<file path="src/rtl/mem_access.sv">
// mem_access: LC-3 memory access sequencer. It owns MAR and MDR, runs one
// read or write per request, and waits on the memory ready handshake with a
// bounded timeout. It reports each result with a one-cycle response and load strobe.
module mem_access #(
  parameter int unsigned MAX_WAIT = 15
) (
  input  logic        clk,
  input  logic        rst_n,
  input  logic        req_valid,
  output logic        req_ready,
  input  logic        req_we,
  input  logic [15:0] req_addr,
  input  logic [15:0] req_wdata,
  output logic        mem_en,
  output logic        mem_we,
  output logic [15:0] mem_addr,
  output logic [15:0] mem_wdata,
  input  logic [15:0] mem_rdata,
  input  logic        mem_r,
  output logic        rsp_valid,
  output logic [15:0] rsp_rdata,
  output logic        rsp_err,
  output logic        ld_en
);

  localparam int unsigned CNT_W = (MAX_WAIT < 1) ? 1 : $clog2(MAX_WAIT + 1);

  typedef enum logic [1:0] {
    S_IDLE   = 2'd0,
    S_ACCESS = 2'd1,
    S_DONE   = 2'd2
  } state_t;

  state_t             state;
  state_t             state_nxt;
  logic [15:0]        mar;
  logic [15:0]        mdr;
  logic               we_q;
  logic               err_q;
  logic [CNT_W-1:0]   wait_cnt;
  logic               at_limit_c;

  // Last permitted ACCESS cycle reached
  assign at_limit_c = (wait_cnt == CNT_W'(MAX_WAIT));

  // State register
  always_ff @(posedge clk or negedge rst_n) begin
    if (!rst_n) begin
      state <= S_IDLE;
    end else begin
      state <= state_nxt;
    end
  end

  // Next-state logic; ready wins over timeout on the limit cycle
  always_comb begin
    state_nxt = state;
    case (state)
      S_IDLE: begin
        if (req_valid) begin
          state_nxt = S_ACCESS;
        end
      end
      S_ACCESS: begin
        if (mem_r || at_limit_c) begin
          state_nxt = S_DONE;
        end
      end
      S_DONE: begin
        state_nxt = S_IDLE;
      end
      default: begin
        state_nxt = S_IDLE;
      end
    endcase
  end

  // Datapath: MAR/MDR capture, wait counter and error flag
  always_ff @(posedge clk or negedge rst_n) begin
    if (!rst_n) begin
      mar      <= 16'h0000;
      mdr      <= 16'h0000;
      we_q     <= 1'b0;
      err_q    <= 1'b0;
      wait_cnt <= '0;
    end else begin
      case (state)
        S_IDLE: begin
          if (req_valid) begin
            mar      <= req_addr;
            mdr      <= req_wdata;
            we_q     <= req_we;
            wait_cnt <= '0;
            err_q    <= 1'b0;
          end
        end
        S_ACCESS: begin
          if (mem_r) begin
            if (!we_q) begin
              mdr <= mem_rdata;
            end
            err_q <= 1'b0;
          end else if (at_limit_c) begin
            err_q <= 1'b1;
            if (!we_q) begin
              mdr <= 16'h0000;
            end
          end else begin
            wait_cnt <= wait_cnt + CNT_W'(1);
          end
        end
        default: begin
        end
      endcase
    end
  end

  // Moore output decode from registered state only
  always_comb begin
    req_ready = 1'b0;
    mem_en    = 1'b0;
    mem_we    = 1'b0;
    rsp_valid = 1'b0;
    rsp_err   = 1'b0;
    ld_en     = 1'b0;
    case (state)
      S_IDLE: begin
        req_ready = 1'b1;
      end
      S_ACCESS: begin
        mem_en = 1'b1;
        mem_we = we_q;
      end
      S_DONE: begin
        rsp_valid = 1'b1;
        rsp_err   = err_q;
        ld_en     = ~we_q & ~err_q;
      end
      default: begin
      end
    endcase
  end

  assign mem_addr  = mar;
  assign mem_wdata = mdr;
  assign rsp_rdata = mdr;

endmodule

</file>
<file path="config.mk">
export PLATFORM = sky130hd
export DESIGN_NAME = mem_access
export DESIGN_NICKNAME = d
export VERILOG_FILES = /design/src/rtl/mem_access.sv
export SDC_FILE = /design/constraint.sdc
export NUM_CORES = 1
export LEC_CHECK = 0
export ABC_AREA = 1
export BUFFER_PORTS_ARGS = -buffer_cell sky130_fd_sc_hd__buf_4
export CORE_ASPECT_RATIO = 0.8
export CORE_UTILIZATION = 42
export DETAILED_ROUTE_END_ITERATION = 10
export PLACE_DENSITY = 0.75
export SLEW_MARGIN = 20
export SYNTH_ARGS = -nofsm -noshare
export SYNTH_HDL_FRONTEND = slang
export SYNTH_SLANG_ARGS = --single-unit
</file>
<file path="constraint.sdc">
create_clock -name clk -period 1.4 [get_ports clk]
set_input_delay 0.28 -clock clk [delete_from_list [all_inputs] [get_ports clk]]
set_output_delay 0.28 -clock clk [all_outputs]
set_load 0.005 [all_outputs]
</file>
Word-level counts from Yosys, hierarchy flattened. Cells that the tools add are included.

Add/sub/neg operators: 1. Equal/unequal tests: 9. Mux-type cells: 23. Bitwise operators: 3. Reduce and logical (&&, ||, !) cells: 8.

Operators with widths (number): 16-bit two-way mux (5); 16-bit one-hot mux with 2 select lines (1); 4-bit two-way mux (3); 2-bit inequality test, second input constant (5); 1-bit two-way mux (9); 4-bit one-hot mux with 2 select lines (1); 4-bit AND reduction (2); 4-bit by 1-bit adder with 4-bit output, second input constant (1); 4-bit equality test, second input constant (1); 2-bit two-way mux (2); 2-bit one-hot mux with 2 select lines (1); 2-bit AND reduction (2); 3-bit inequality test, second input constant (1); 3-bit AND reduction (1); 2-bit by 1-bit equality test with 1-bit output, second input constant (1); 2-bit equality test, second input constant (1); 2-bit logical NOT (1); 1-bit inverter (2); 1-bit one-hot mux with 2 select lines (1); 2-bit nonzero test (1); 1-bit bitwise AND (1); 1-bit logical OR (1).

Register bits after elaboration: 40. Output and inout bits: 54.

Depth between registers and ports, before layout. Gate-level depths: netlist (run 1).

Word-level depth: 4. Gate-level depth with buffers: 8. Mapped depth without buffers: 7.

Worst setup path after synthesis (run 1). Ideal clock, no wire load.

Path kind: reg-to-reg. From: register state[0]. To: register mdr[10] (netlist: mem_wdata[10]). Arrival: 1.149 ns. Data required time: 1.282 ns. Setup slack: 0.133 ns. Cell stages (with the launch flop): 7. Buffers on the path: 2. Period minus slack after synthesis: 1.267 ns. Cells stage by stage: dfrtp_1 buf_6 a21oi_2 nand3_4 buf_6 nand2_1 nand2_1.

Longest elaborated chain between the ends: 3. Elaborated cells on any way between the ends: 8.

RTL lines: start, declared (line 34) `state_t state;`; start signal, assigned (line 51) `state <= state_nxt;`; 2-bit by 1-bit equality test with 1-bit output or 2-bit logical NOT (tied branches) (line 87) `case (state)`; 3-bit inequality test (no source line), or another cell as far along; 4-bit AND reduction (no source line); end signal, assigned (line 91) `mdr <= req_wdata;`; end signal, assigned (line 100) `mdr <= mem_rdata;`; end, declared (line 37) `logic [15:0] mdr;`.

Parallel ways exist; a longest one is shown, timed or not. A chain may end at the register's enable or synchronous reset.

Worst setup path after layout (run 1).
From: register state[1]. To: output port ld_en.

Longest elaborated chain between the ends: 2.

RTL lines: 2-bit equality test (line 126) `case (state)`; 1-bit two-way mux (line 126); end, declared (line 23) `output logic ld_en`.

Every way passes these cells.

==> impl_metrics.ini, run 1 <==
[sta]
fin_tns_setup_ns = -0.4233
finalCritPeriodShare_pct = 109.8
skew_ns = 0.004254
fin_ws_ns = -0.1369
max_freq_mhz = 650.7
setup_viol = 6
post-route-min-period_ns = 1.537
finalMaxSlewViolations = 0
worst_pin_slew_ns = 0.5159
max_slew_margin_pct = 65.61
rsz0062_at_grt = yes
hold_violations = 0

[cells_and_area]
nets = 432
final_cells = 438
multi_input_area_um2 = 975.9
fillers = 368
diodes = 0
seq_area_um2 = 1003
syn_to_final_growth_pct = 55.24
layout-drive-gt1-share_pct = 45.24

[worst_setup_path]
crit_end = ld_en
worst_ep_required_time_ns = 1.12
cpLargestDelayFamily = flip-flops
end_kind = output pin
crit_arrival_ns = 1.26
r2r_end = mem_wdata[5]
cp_num_buf_inv = 3
r2r_cells = 7
rr_startpoint = state[0]
cp_num_cells = 5
worstSetupStartpoint = state[1]
cpPeakStageDelay_ns = 0.39
critPathKind = reg -> out
cp-start-kind = flip-flop
cp_max_fo = 3
cp_slowest_cell = dfrtp_2
crit_chain = inv_2 -> nor2_4 -> inv_2 -> nor3_2 -> buf_4
crit_top_cell = inv_2
reg2reg_setup_slack_ns = 0.01

[clock_network]
cts_buffer_depth = 2
insertion_delay_ns = 0.29
cts_num_sinks = 40
clk_pin_slew_ns = 0.07
cts_tree = built
cts_buffers = 5
root_buffer = clkbuf_8
htreeDepth = 2

[synthesis]
synth_fa_ha_area_share_pct = 0.5952
synth.distinct_cells = 24
synth_top_family_by_area = simple AND/OR/NAND/NOR gates
synthSimpleGateAreaFrac_pct = 34.58
ys_ff_latch = 40
syn_avg_cell_area_um2 = 7.962
synth-seq-area-share_pct = 47.62
syn_inst = 264
synth_xor_area_share_pct = 0.4167
synth_top_area_share_pct = 47.62
synthesis.nets = 318
synthMuxAreaShare_pct = 0.4762
yosysTopAreaCell = dfrtp_1
synth_area_um2 = 2102
synth_compound_area_share_pct = 4.464
ys_top_cells_by_area = dfrtp_1, nand2_1, buf_4
yosys_warnings = 0

[placed_design]
hpwl_um = 3895
routabilityCongestion = 0.7864
post-place-cells = 413
portBuffers = 106

[floorplan]
fp.dieW_um = 81.10
core_um2 = 4707
die_h_um = 65.28
num_rows = 22
die-area_um2 = 5293
ios = 107
start_util_pct = 44.66

[grt]
grt_max_degree = 41
grt_pass1_wl_um = 8707
overflow = 0
antenna_found_initial = 0
grt_pass1_vias = 1932
grt_use_total_pct = 21.93

[run_status]
violations = negative setup slack
status = finished, violations left

[routing]
post_drt_wl_per_cell_um = 14.34
avgViaCountPerCell = 5.114
route.detailed.drc = 0
ant_nets = 0
drtPass1Iterations = 4
drt-total-wl_um = 6283
num_vias = 2240
drtIter0Drc = 169

[power_and_ir_drop]
power.total_mw = 6.927
power_density_nw_per_um2 = 2123
max-vdd-ir-drop_uv = 957.1
leakage_nw = 1.784

[job]
cap_violations = 0

[hold_path]
min_path_cells = 3
hp-class = in -> reg
report_power, final:
part	switching, mW	internal [mW]
sequential	0.400	1.68
combinational	1.99	2.13
clock	0.393	0.339
total	2.78	4.15
worst min-delay path by stage:
stage | from | end
floorplan | rst_n | err_q
global placement | rst_n | mem_addr[7]
detailed placement | rst_n | mem_addr[7]
CTS | req_addr[5] | mem_addr[5]
global route | req_addr[2] | mem_addr[2]
finish | req_addr[5] | mem_addr[5]
flip-flops by register name (all words and copies together), names as in the netlist:
signal     cells
we_q           1
mem_wdata     16
mem_addr      16
wait_cnt       4
state          2
err_q          1
synth_stat cells:
cell and instances:
a21oi_1 1, a21oi_2 1, buf_2 10, buf_4 16
buf_6 3, clkbuf_1 2, dfrtp_1 40, ha_1 1
inv_1 7, inv_2 3, mux2i_1 1, nand2_1 109
nand2_2 2, nand2_4 1, nand3_1 20, nand3_2 1
nand3_4 1, nand4_1 18, nor2_1 7, nor2_4 2
nor3_1 1, o21ai_0 14, o21ai_1 2, xnor2_1 1
worst register-to-register path, delay by kind of cell (launching register included):
kind	cells	cell delay [ns]
AND/OR/NAND/NOR	5	0.55
flip-flops	1	0.45
buffers and inverters	2	0.33
cells in the final DEF, fill, tap and decap left out, types with 6 or more instances in the layout:
cell type    n
buf_6       10
nand2_2      7
inv_1        6
buf_4      120
dfrtp_1     38
nand4_1     18
o21ai_0     14
nand3_1     19
nand2_1    101
per-layer routing:
layer	up-vias	global-route usage [%]	wire length, µm
li1	1073	-	-
met1	1062	28.67	2658
met2	87	35.61	3063
met3	18	3.333	388
met4	0	10.27	172
met5	-	0	0
kinds of logic after synthesis:
group,count (synthesis)
mux,1
simple gates,162
fa+ha+maj,1
buf+inv,41
xor+xnor,1
compound gates,18
flops,40
cell type report:
class,instances,area share [%]
Clock buffer,6,2.224
Tap cell,60,2.301
Timing Repair Buffer,135,33.51
Inverter,10,1.150
Multi-Input combinational cell,186,29.91
Clock inverter,1,0.1534
Sequential cell,40,30.75
repair_timing:
action,4_1_cts,5_1_grt
setup endpoints to repair,11,44
hold endpoints to repair,40,0
buffers inserted,8,3
hold buffers,1,0
gates resized for setup,9,30
pin swaps,3,7
gates cloned,0,6
metrics by stage:
step                      worst slack, ns  hold WS (ns)  utilization, %  area [µm²]
after floorplan                    0.1326      -0.01559               -        2102
after global routing              -0.1716        0.2134           69.32        3263
final                             -0.1369        0.2121           69.32        3263
after detailed placement          0.01209        0.2843           61.16        2879
after CTS                        -0.05046        0.2092           64.91        3055
after global placement            0.08064        0.2832           61.16        2879
Note: power is estimated with default switching activity, not from simulation.
==> run 2: changes to the inputs <==
- SETUP_SLACK_MARGIN: default -> 0.4
- SKIP_CTS_REPAIR_TIMING: default -> 1
==> run 2 against run 1 <==
The run still ends with negative setup slack left. Clock skew rose by 0.0037 ns. Sequential power rose by 7%. Worst hold slack improved by 0.0019 ns. Largest cell class unchanged.
==> impl_metrics.ini, run 2 (synthesis results as in run 1) <==
[placed_design]
placed_area_um2 = 2883
portBuffers = 106
hpwl_um = 3895
routabilityCongestion = 0.7865

[cells_and_area]
diodes = 0
final_common_cell = nand2_1
stdcell_area_um2 = 3665
nets = 448
syn_to_final_growth_pct = 74.35
layout-drive-gt1-share_pct = 46.58
multi_input_area_um2 = 1012
seq_area_um2 = 1003
fillers = 291
final_cell_mix = nand2_1, buf_4, buf_6

[worst_setup_path]
end_kind = flip-flop
worst_ep_required_time_ns = 1.58
crit_arrival_ns = 1.68
critPathKind = reg -> reg
reg2reg_setup_slack_ns = -0.10
cp_max_fo = 8
cp-start-kind = flip-flop

[clock_network]
cts_tree = built
htreeDepth = 2
cts_buffer_depth = 2
cts_num_sinks = 40
cts_buffers = 5
insertion_delay_ns = 0.30
root_buffer = clkbuf_8
clk_pin_slew_ns = 0.08

[sta]
finalCritPeriodShare_pct = 107.4
skew_ns = 0.007926
max_slew_margin_pct = 65.95
rsz0062_at_grt = yes
hold_violations = 0
max_freq_mhz = 664.8
fin_ws_ns = -0.1043
hold-worst-slack_ns = 0.2141
post-route-min-period_ns = 1.504
finalMaxSlewViolations = 0
setup_viol = 28
worst_pin_slew_ns = 0.5107

[hold_path]
hp-class = in -> reg

[grt]
grt_max_degree = 41
grt_use_total_pct = 22.26
antenna_found_initial = 0
grt_pass1_vias = 1958
grt_pass1_wl_um = 8976
overflow = 0

[routing]
drt-total-wl_um = 7482
drtIter0Drc = 178
avgViaCountPerCell = 5.338
num_vias = 2429
post_drt_wl_per_cell_um = 16.44
drtPass1Iterations = 7
ant_nets = 0
route.detailed.drc = 0

[job]
cap_violations = 0

[floorplan]
num_rows = 22
die_h_um = 65.28
core_um2 = 4707
fp.dieW_um = 81.10
start_util_pct = 44.66
ios = 107
die-area_um2 = 5293

[power_and_ir_drop]
power.total_mw = 8.074
leakage_nw = 1.947
power_density_nw_per_um2 = 2203
max-vdd-ir-drop_uv = 1417

[run_status]
status = finished, violations left
violations = negative setup slack
-- run 2: final timing paths --
path / from / to / depth (start not counted)
worst max-delay path: wait_cnt[0] / mem_wdata[3] / 6
worst min-delay path: req_addr[13] / mem_addr[13] / 3
worst max register to register: wait_cnt[0] / mem_wdata[3] / 6
worst min register to register: mem_addr[11] / mem_addr[11] / 2
max in group asynchronous: rst_n / state[0] / 2
min in group asynchronous: rst_n / we_q / 2
-- run 2: metrics by stage --
| stage | setup slack (ns) | std cells | TNS, ns | util, % |
|---|---|---|---|---|
| 6_report | -0.1043 | 455 | -1.093 | 77.86 |
| 3_5_place_dp | 0.05333 | 409 | 0 | 61.24 |
| 4_1_cts | -0.2189 | 417 | -0.4439 | 63.16 |
| 2_1_floorplan | 0.1871 | 264 | 0 | - |
| 3_3_place_gp | 0.07959 | 409 | 0 | 61.24 |
| 5_1_grt | -0.1356 | 455 | -2.344 | 77.86 |
-- run 2: layout make-up --
type | count | share of cell area (%)
multi-input combinational | 187 | 27.62
timing repair buffer | 150 | 39.06
tap | 60 | 2.048
inverter | 10 | 1.434
sequential | 40 | 27.38
clock buffer | 8 | 2.458
-- run 2: metal layers --
metal | GRT usage (%) | part of all wire [%]
met1 | 29.89 | 40
met2 | 35.82 | 48
met3 | 4.028 | 7.7
met4 | 8.036 | 3.7
met5 | 0 | 0
-- run 2: report_power, final --
group / switching [mW] / leakage (nW) / internal (mW)
combinational: 2.24 / 1.40 / 2.80
sequential: 0.537 / 0.500 / 1.68
clock: 0.413 / 0.0455 / 0.403
total: 3.19 / 1.95 / 4.88
-- run 2: critical path, stage by stage (launching register included) --
cell and delay [ns]:
dfrtp_1 0.41, ha_2 0.21, nand3_2 0.10, nand3_4 0.23, clkbuf_16 0.26, nand4_1 0.09, nand2_1 0.08
